[src/rtl/hazard_unit.sv]
// LEGv8 5-stage pipeline hazard control: load-use / CBZ / B.cond stalls,
// IF/ID flush on taken branches, and saturating stall/flush event counters.
module hazard_unit #(
  parameter int         CNTW = 16,
  parameter logic [4:0] ZR   = 5'd31
) (
  input  logic            clk,
  input  logic            reset,
  input  logic [4:0]      IFIDrn,
  input  logic [4:0]      IFIDrm,
  input  logic            useRn,
  input  logic            useRm,
  input  logic            isCBZ,
  input  logic            isBcond,
  input  logic            brTaken,
  input  logic [4:0]      IDEXrd,
  input  logic            IDEXregWrite,
  input  logic            IDEXmemRead,
  input  logic            IDEXsetFlags,
  output logic            pcWrite,
  output logic            ifidWrite,
  output logic            idexBubble,
  output logic            ifidFlush,
  output logic [CNTW-1:0] stallCount,
  output logic [CNTW-1:0] flushCount
);

  typedef enum logic {
    RUN  = 1'b0,
    HOLD = 1'b1
  } state_t;

  state_t state, next_state;

  logic dep_rn, dep_rm, dep;
  logic h_load, h_cbz_alu, h_cbz_load, h_flag;
  logic stall, flush;

  // XZR reads as zero and is never really written, so it can't create a dependency.
  assign dep_rn = useRn & (IFIDrn != ZR) & (IFIDrn == IDEXrd) & IDEXregWrite;
  assign dep_rm = useRm & (IFIDrm != ZR) & (IFIDrm == IDEXrd) & IDEXregWrite;
  assign dep    = dep_rn | dep_rm;

  assign h_load     = IDEXmemRead & dep;
  assign h_cbz_alu  = isCBZ & dep & ~IDEXmemRead;
  assign h_cbz_load = isCBZ & dep & IDEXmemRead;
  assign h_flag     = isBcond & IDEXsetFlags;

  // NOTE: every signal written here gets a default first, so no path leaves it unassigned (no latch).
  always_comb begin
    next_state = RUN;
    stall      = 1'b0;
    unique case (state)
      RUN: begin
        stall = h_load | h_cbz_alu | h_cbz_load | h_flag;
        if (h_cbz_load) next_state = HOLD;
      end
      HOLD: begin
        stall      = 1'b1;
        next_state = RUN;
      end
      default: next_state = RUN;
    endcase
  end

  // A stalled branch has not resolved yet, so its brTaken must not flush.
  assign flush = brTaken & ~stall;

  always_comb begin
    pcWrite    = 1'b1;
    ifidWrite  = 1'b1;
    idexBubble = 1'b0;
    ifidFlush  = 1'b0;
    if (reset || stall) begin
      pcWrite    = 1'b0;
      ifidWrite  = 1'b0;
      idexBubble = 1'b1;
    end else begin
      ifidFlush = flush;
    end
  end

  // NOTE: sequential state uses non-blocking assignments so every register samples pre-edge values.
  always_ff @(posedge clk or posedge reset) begin
    if (reset) state <= RUN;
    else       state <= next_state;
  end

  always_ff @(posedge clk or posedge reset) begin
    if (reset) begin
      stallCount <= '0;
      flushCount <= '0;
    end else begin
      if (stall && (stallCount != '1)) stallCount <= stallCount + 1'b1;
      if (flush && (flushCount != '1)) flushCount <= flushCount + 1'b1;
    end
  end

endmodule

[config.mk]
export PLATFORM = sky130hd
export DESIGN_NAME = hazard_unit
export DESIGN_NICKNAME = d
export VERILOG_FILES = /design/src/rtl/hazard_unit.sv
export SDC_FILE = /design/constraint.sdc
export NUM_CORES = 1
export LEC_CHECK = 0
export ABC_AREA = 1
export BUFFER_PORTS_ARGS = -buffer_cell sky130_fd_sc_hd__buf_2
export CORE_ASPECT_RATIO = 1.75
export CORE_MARGIN = 3
export CORE_UTILIZATION = 25
export DETAILED_ROUTE_END_ITERATION = 16
export HOLD_SLACK_MARGIN = 0.1
export PLACE_DENSITY = 0.46
export SKIP_LAST_GASP = 1
export SYNTH_ARGS = -nofsm -noshare
export SYNTH_HDL_FRONTEND = slang
export SYNTH_SLANG_ARGS = --single-unit
[constraint.sdc]
create_clock -name clk -period 5.4 [get_ports clk]
set_clock_uncertainty 0.2 [all_clocks]
set_input_delay 1.35 -clock clk [delete_from_list [all_inputs] [get_ports clk]]
set_output_delay 1.35 -clock clk [all_outputs]
set_load 0.05 [all_outputs]
==> results.ini <==
[outcome]
status=complete, no violations

[routing]
drt-wirelength-per-cell_um=13.5
routed-wl-met2_um=3890
vias_per_cell=4.57
met1_length_um=2600
wl_um=6810
drc=0
vias=2302
dr_wl_met3_um=214
routed.top_layer=met4
firstDrtPassIters=4
drt_iter0_drc=71
antenna_left=0

[timing]
hold_viol=0
rsz0062_at_grt=false
fin_crit_sh_pct=79.4
finalSetupViolCount=0
fin_setup_tns_ns=0
tightestPinTransition_ns=0.519
drv_slew=0
period_needed_ns=4.29
slew_headroom_pct=65.3
max_freq_ghz=0.233
worst_hold_slack_ns=0.247

[clocking]
post-cts-setup-buffers=0
cts_tree=done
clock-sinks=33
path_clk_slew_ns=0.05
cts_root_buf=clkbuf_16
ctsHtreeMaxLevel=2
cts_buffers=5
cts_hold_buf=0
cts_buffer_depth=2
clk_latency_ns=0.27
cts_resized=0

[synth]
synth_top_flop_cell=dfrtp_1
synth.avg_cell_area_um2=7.17
seq_area_frac_synth_pct=35.3
synth_top_area_share_pct=35.3
synth_area_leaders=dfrtp_1 35%, nand2_1 18%, nand4_1 7.0%, nand3_1 6.4%, xor2_1 6.0%
synthCells=326
yosys_warnings=0
async_flop_share_pct=100
ys_ff_latch=33
synth_cell_type_count=30
syn_area_um2=2340
synth_edf_count=0
yosysTopAreaCell=dfrtp_1
synth_nets=353

[floorplan]
boundaryPins=61
start_util_pct=25.7
coreArea_um2=9090
die_y_um=134
dieArea_um2=10600
die_w_um=79.1
placementRows=46

[worst_setup_path]
rr_startpoint=flushCount[0]$_DFFE_PP0P_
cp.arrival_ns=2.74
cp_num_buf_inv=2
cp_cell_sequence=buf_2, nand2_1, o21ai_0, nand2_1, nand4_1, nand2_2, nand2_4, nand3_1, nor2_1, buf_2
crit_family=simple AND/OR/NAND/NOR gates
end_kind=primary output
cp_slowest_cell=buf_2
cp-start-kind=primary input
cp_data_required_time_ns=3.85
cp_slowest_stage_delay_ns=0.28
worstSetupStartpoint=IFIDrn[1]
worstSetupPathType=primary input to primary output
cp_max_fo=19

[power]
leakagePower_nw=1.55
power_density_nw_per_um2=298
ir_drop_uv=232
p_total_w=0.000857

[global_routing]
antenna_found_initial=0
grt_pass1_wl_um=11100
grt.overflow.total=0
grt_pass1_vias=2278
grtUsageTotal_pct=13.4
grt_max_degree=34

[final_layout]
seqCellArea_um2=826
layout_commonest_cell=nand2_1
fin_cells=504
fillers=1065
synthToLayoutAreaGrowth_pct=23.0
most-common-layout-cells=113 x nand2_1, 60 x buf_2, 33 x dfrtp_1
multi_input_area_um2=1320
fin_nets=411
drive_gt1_share_pct=22.4
antenna_cells=0
fin_area_um2=2880

[placed_design]
place_congestion=0.845
dp_hpwl_um=5120
placed_area_um2=2730
portBuffers=60
place_inst=497

[flow_run]
maxCapViolCount=0

[min_path]
hold_start=state$_DFF_PP0_
hold_class=flip-flop to flip-flop

## cell usage after synthesis (3+ instances only)
master / instances
inv_2: 3
buf_2: 5
nand2_1: 113
nor2_1: 21
xnor2_1: 12
nor3_1: 5
dfrtp_1: 33
inv_1: 29
o21ai_0: 4
nand4_1: 26
nand2_4: 3
nand3_1: 30
xor2_1: 16
## sequential cells by signal, indices dropped and copies added (netlist names)
name,count
state,1
stallCount,16
flushCount,16
## metrics by stage
step	utilization, %	setup WS [ns]
CTS	31.6	1.09
global route	31.6	0.971
finish	31.6	1.11
detailed placement	30.1	1.09
global placement	30.1	1.06
floorplan	-	0.229
## worst register-to-register path, stage by stage, from the launching register on
cell and delay, ns:
dfrtp_1 0.42, ha_1 0.26, nand3_2 0.15, inv_2 0.06, nand2_1 0.10, nor3_4 0.06
a21oi_4 0.44, nand3_4 0.28, nand2_1 0.14, nand2_1 0.05
## where the power goes
group	internal (W)	switching, W	leakage, nW
clock	0.000181	0.000100	0.0700
sequential	0.000275	0.0000444	0.450
combinational	0.0000682	0.000188	1.03
total	0.000524	0.000333	1.55
## final cells by class
class	instances	area share, %
sequential	33	28.7
clock buffer	7	4.96
multi-input combinational	249	45.8
tap	120	5.22
timing repair buffer	62	11.0
inverter	33	4.31
## metal layers
metal	GRT usage [%]	vias to the layer above
li1	-	1169
met1	14.1	1083
met2	25.9	44
met3	2.22	6
met4	4.40	0
met5	0	-
## worst paths after layout
| kind | end | slack (ns) | cells after the start |
|---|---|---|---|
| setup / recovery | ifidFlush | 1.11 | 10 |
| hold / removal | state$_DFF_PP0_ | 0.25 | 1 |
| setup reg to reg | flushCount[0]$_DFFE_PP0P_ | 3.14 | 9 |
| hold reg to reg | state$_DFF_PP0_ | 0.25 | 1 |
| max in group asynchronous | stallCount[2]$_DFFE_PP0P_ | 3.58 | 3 |
| min in group asynchronous | flushCount[2]$_DFFE_PP0P_ | 1.08 | 3 |
## cell families (layout without fill, tap and decap cells)
kind of cell	after synthesis	after routing	share of synthesized area [%]
buffers and inverters	44	102	8.29
adder cells (fa/ha/maj)	2	2	1.07
AO/OA/AOI/OAI	9	9	2.57
XOR/XNOR	28	28	10.5
flip-flops	33	33	35.3
AND/OR/NAND/NOR	210	210	42.3
Power figures use the tool's default switching activity.
